### src/rtl/reg_wb.sv
// reg_wb: eight 16-bit registers fed by a 2-entry in-order write queue.
//
// A request {N_REG_IN, DATA_IN} is queued on a rising CLK_WB edge when WB_VALID
// and WB_READY are both high. The head entry is committed to REG_<index> on a
// later edge when WB_HOLD is low. An entry is never committed on the edge that
// queues it.
//
// Ports:
//   CLK_WB     in   clock, rising edge
//   RESET_N    in   asynchronous active-low reset
//   WB_VALID   in   write request valid
//   WB_READY   out  queue not full (low while in reset)
//   N_REG_IN   in   [2:0]  destination register index
//   DATA_IN    in   [15:0] write data
//   WB_HOLD    in   freeze commits (accepts continue)
//   REG_0..7   out  [15:0] register contents
//   N_REG_OUT  out  [2:0]  index of the last committed write
//   WB_DONE    out  one-cycle pulse following each commit
//   QUEUE_CNT  out  [1:0]  queued entries, 0..2
//
// Build option: define REG_WB_ZERO_EN to make REG_0 a constant zero. Writes to
// index 0 are still queued and committed (N_REG_OUT, WB_DONE) but are dropped.

module reg_wb #(
    parameter logic [15:0] RESET_VAL = 16'h0000
) (
    input  logic        CLK_WB,
    input  logic        RESET_N,
    input  logic        WB_VALID,
    output logic        WB_READY,
    input  logic [2:0]  N_REG_IN,
    input  logic [15:0] DATA_IN,
    input  logic        WB_HOLD,
    output logic [15:0] REG_0,
    output logic [15:0] REG_1,
    output logic [15:0] REG_2,
    output logic [15:0] REG_3,
    output logic [15:0] REG_4,
    output logic [15:0] REG_5,
    output logic [15:0] REG_6,
    output logic [15:0] REG_7,
    output logic [2:0]  N_REG_OUT,
    output logic        WB_DONE,
    output logic [1:0]  QUEUE_CNT
);

    logic [1:0]  cnt_q;
    logic [2:0]  idx_q [2];
    logic [15:0] dat_q [2];
    logic [15:0] regs_q [8];
    logic [2:0]  nout_q;
    logic        done_q;

    logic accept;
    logic commit;
    logic wr_slot1;

    always_comb begin
        WB_READY = RESET_N && (cnt_q != 2'd2);
        accept   = WB_VALID && WB_READY;
        commit   = (cnt_q != 2'd0) && !WB_HOLD;
        // New entry lands behind whatever survives this edge: slot 1 only
        // when one entry is queued and it is not leaving now.
        wr_slot1 = (cnt_q == 2'd1) && !commit;
    end

    always_ff @(posedge CLK_WB or negedge RESET_N) begin
        if (!RESET_N) begin
            cnt_q  <= 2'd0;
            nout_q <= 3'd0;
            done_q <= 1'b0;
            for (int i = 0; i < 2; i++) begin
                idx_q[i] <= 3'd0;
                dat_q[i] <= 16'h0000;
            end
            for (int i = 0; i < 8; i++) begin
                regs_q[i] <= RESET_VAL;
            end
`ifdef REG_WB_ZERO_EN
            regs_q[0] <= 16'h0000;
`endif
        end else begin
            if (commit) begin
`ifdef REG_WB_ZERO_EN
                if (idx_q[0] != 3'd0) begin
                    regs_q[idx_q[0]] <= dat_q[0];
                end
`else
                regs_q[idx_q[0]] <= dat_q[0];
`endif
                nout_q   <= idx_q[0];
                idx_q[0] <= idx_q[1];
                dat_q[0] <= dat_q[1];
            end
            // Placed after the shift so an accept into slot 0 overrides it.
            if (accept) begin
                if (wr_slot1) begin
                    idx_q[1] <= N_REG_IN;
                    dat_q[1] <= DATA_IN;
                end else begin
                    idx_q[0] <= N_REG_IN;
                    dat_q[0] <= DATA_IN;
                end
            end
            cnt_q  <= cnt_q + {1'b0, accept} - {1'b0, commit};
            done_q <= commit;
        end
    end

    assign REG_0     = regs_q[0];
    assign REG_1     = regs_q[1];
    assign REG_2     = regs_q[2];
    assign REG_3     = regs_q[3];
    assign REG_4     = regs_q[4];
    assign REG_5     = regs_q[5];
    assign REG_6     = regs_q[6];
    assign REG_7     = regs_q[7];
    assign N_REG_OUT = nout_q;
    assign WB_DONE   = done_q;
    assign QUEUE_CNT = cnt_q;

endmodule

### config.mk
export PLATFORM = sky130hd
export DESIGN_NAME = reg_wb
export DESIGN_NICKNAME = d
export VERILOG_FILES = /design/src/rtl/reg_wb.sv
export SDC_FILE = /design/constraint.sdc
export NUM_CORES = 1
export LEC_CHECK = 0
export ABC_AREA = 1
export BUFFER_PORTS_ARGS = -buffer_cell sky130_fd_sc_hd__buf_4
export CAP_MARGIN = 20
export CORE_MARGIN = 3
export CORE_UTILIZATION = 35
export CTS_CLUSTER_DIAMETER = 50
export CTS_CLUSTER_SIZE = 16
export DETAILED_ROUTE_END_ITERATION = 10
export SETUP_SLACK_MARGIN = 0.4
export SLEW_MARGIN = 10
export SYNTH_ARGS = -nofsm -noshare
export SYNTH_HDL_FRONTEND = slang
export SYNTH_SLANG_ARGS = --single-unit
### constraint.sdc
create_clock -name CLK_WB -period 1.9 [get_ports CLK_WB]
set_input_delay 0.285 -clock CLK_WB [delete_from_list [all_inputs] [get_ports CLK_WB]]
set_output_delay 0.285 -clock CLK_WB [all_outputs]
set_load 0.03 [all_outputs]
==> impl_results.md <==
- Clk sinks: 172
- Top cell type by total area after synthesis: dfrtp_1
- Mean post-synth cell area: 8.53 µm²
- Startpoint types: flop
- Critical path fanouts, max: 5
- CP Capture Type: output port
- Pwr/cell area: 2020 nW/µm²
- Post-synth top area share: 0.599
- Routed WL per cell: 19.3 µm
- Port bufs: 157
- Mapped cell area: 7190 µm²
- Peak VDD IR: 1110 µV
- Sum of negative setup slack: 0 ns
- Final hold violations: 0
- Register area share after synthesis: 0.599
- Reg clk slew, reported paths: 0.07 ns
- CP Data Required Time: 1.62 ns
- Fin util: 0.519
- First-pass DRT Iterations: 5
- Root buffer cell: clkbuf_16
- Clock Skews: 0.0124 ns
- Worst r2r dst: QUEUE_CNT[1]
- Clock tree buffer depth: 2
- Vias in the first global route: 6100
- CTS tree: yes
- Share of cells above drive strength 1: 0.303
- DRT Wirelength: 25300 µm
- Slew @ Worst Pin: 0.655 ns
- Antenna-violating nets left: 0
- FF-to-FF setup slack: 0.32 ns
- Skew-Pair Late Insertion Delay: 0.43 ns
- Pleak: 0.00554 µW
- Pins Over Slew Limit: 0
- Ys Warns: 0
- Setup CP Type: reg -> out
- Fmax: 627 MHz
- Tot Pwr: 20800 µW
- Site Rows: 51
- Core area: 19800 µm²
- Filler cells: 1853
- Hold Path End: dat_q[1]
- Area growth, synth to finish: 43.4%
- First-pass GRT wire length: 35200 µm
- Tcrit/Tclk final: 0.839
- Slew HR: 0.563
- ANT cells: 0
- Reg area: 4310 µm²
- Initial Util: 0.362
- Worst EP arrival: 1.31 ns
- Max Cap Violations: 0
- Hold Path Stages: 3
- Via count: 6541
- R2r worst-path depth: 8
- Outcome: finished clean
- Footprint of the multi-input gates: 2850 µm²
- Num CTS Buffers: 17
- Drt initial violations: 524
- Final nets: 1055
- Vias per Instance: 5.00
- GPL Wtd Cong: 0.789
- Min-Delay Startpoint: DATA_IN[1]
- Top cells by area, synth: dfrtp_1 60%, nand2_1 20%, nand3_1 11%, buf_2 2.2%, o21ai_0 1.5%
- Largest net degree at the start of global routing: 115
- Initial antenna violation count: 0
- Global route overflow: 0
- Cells after Synth: 843
- DRC violations left: 0
- Total global-route track usage: 0.207
- Final setup viols: 0
- Synth unique cells: 22
- Origin of the critical flop-to-flop path: QUEUE_CNT[0]
- # IOs: 158
- Seq cells post-synth: 172
- Minimum clock period: 1.59 ns
- Die height: 149 µm
- Post-DP HPWL: 14600 µm
- Die W: 149 µm
- Max H-tree Level: 4
- RSZ-0062 raised after global routing: true
- Die area: 22300 µm²
- Syn Nets: 868
- Worst hold path class: in -> reg
==> state kept, by name, indices dropped and copies added (netlist names), 2 cells and up <==
register and count:
REG_6 16, N_REG_OUT 3, dat_q 32, REG_7 16, REG_3 16, REG_2 16, REG_1 16, QUEUE_CNT 2
REG_5 16, REG_4 16, REG_0 16, idx_q 6
==> worst max-delay path by stage <==
stage	depth (start not counted)	slack (ns)	endpoint	from
3_3_place_gp	6	0.17	dat_q[2]	QUEUE_CNT[0]
6_report	3	0.31	QUEUE_CNT[0]	QUEUE_CNT[0]
4_1_cts	7	0.31	QUEUE_CNT[1]	QUEUE_CNT[1]
3_5_place_dp	8	0.15	REG_6[8]	WB_HOLD
5_1_grt	8	0.24	QUEUE_CNT[1]	QUEUE_CNT[0]
2_1_floorplan	8	0.05	QUEUE_CNT[1]	QUEUE_CNT[0]
==> what timing repair did <==
action	in CTS	in global routing
gates resized for setup	16	95
hold buffers	1	0
gates cloned	0	20
buffers inserted	5	14
setup endpoints to repair	169	281
pin swaps	2	13
endpoints found under the hold margin	58	0
==> layout make-up <==
| type | instances | share of cell area |
|---|---|---|
| Tap cell | 265 | 0.0322 |
| Sequential cell | 172 | 0.418 |
| Inverter | 10 | 0.00643 |
| Multi-Input combinational cell | 599 | 0.276 |
| Clock inverter | 11 | 0.0107 |
| Clock buffer | 21 | 0.0437 |
| Timing Repair inverter | 5 | 0.00728 |
| Timing Repair Buffer | 225 | 0.206 |
==> layout by cell type (no fill, tap or decap), types with 2 or more instances in the layout <==
master / count
nand2_1: 360
buf_4: 185
dfrtp_1: 170
nand3_1: 161
clkbuf_16: 26
o21ai_0: 22
nand2_2: 20
buf_6: 11
buf_12: 10
nor2_4: 7
inv_2: 6
nand2_8: 6
buf_8: 6
nand3_2: 4
nand2_4: 4
inv_8: 4
nand3b_1: 3
nand4_1: 3
inv_6: 3
clkinvlp_4: 3
clkbuf_1: 3
clkinv_4: 3
buf_16: 3
dfrtp_2: 2
clkinv_16: 2
ha_4: 2
==> metrics by stage <==
step / hold slack, ns / setup slack [ns] / cell area, µm² / cells
after global placement: 0.337 / 0.174 / 8750 / 1236
after floorplan: -0.0106 / 0.0537 / 7280 / 843
after detailed placement: 0.338 / 0.147 / 8750 / 1236
after CTS: 0.0486 / 0.308 / 9440 / 1274
final: 0.0618 / 0.306 / 10300 / 1308
after global routing: 0.0524 / 0.240 / 10300 / 1308
==> layer usage <==
metal	global-route usage	up-vias	part of all wire
met1	0.298	3138	0.43
li1	-	3086	-
met3	0.0419	33	0.075
met4	0.0613	0	0.017
met2	0.317	284	0.47
met5	0	-	0
==> cells by family after synthesis <==
family | count (synthesis) | share of synthesized area
flip-flops | 172 | 0.599
adder cells (fa/ha/maj) | 2 | 0.00348
XOR/XNOR | 2 | 0.00244
AO/OA/AOI/OAI | 24 | 0.0186
buffers and inverters | 72 | 0.0442
AND/OR/NAND/NOR | 571 | 0.332
==> cells in the mapped netlist (all sizes together) <==
library cell and count:
a21boi 1, buf 41, clkbuf 21, clkinv 1
dfrtp 172, ha 2, inv 9, nand2 390
nand3 166, nand3b 3, nand4 3, nor2 9
o21ai 23, xnor2 1, xor2 1
==> power breakdown <==
| part | switching (µW) | internal, µW |
|---|---|---|
| logic | 6270 | 3780 |
| clock network | 1520 | 1860 |
| registers | 2000 | 5380 |
==> worst max-delay path, cell delays in order (launching register included) <==
cell,delay (ns)
dfrtp_2,0.46
buf_4,0.15
buf_4,0.14
buf_6,0.13
Power figures use the tool's default switching activity.
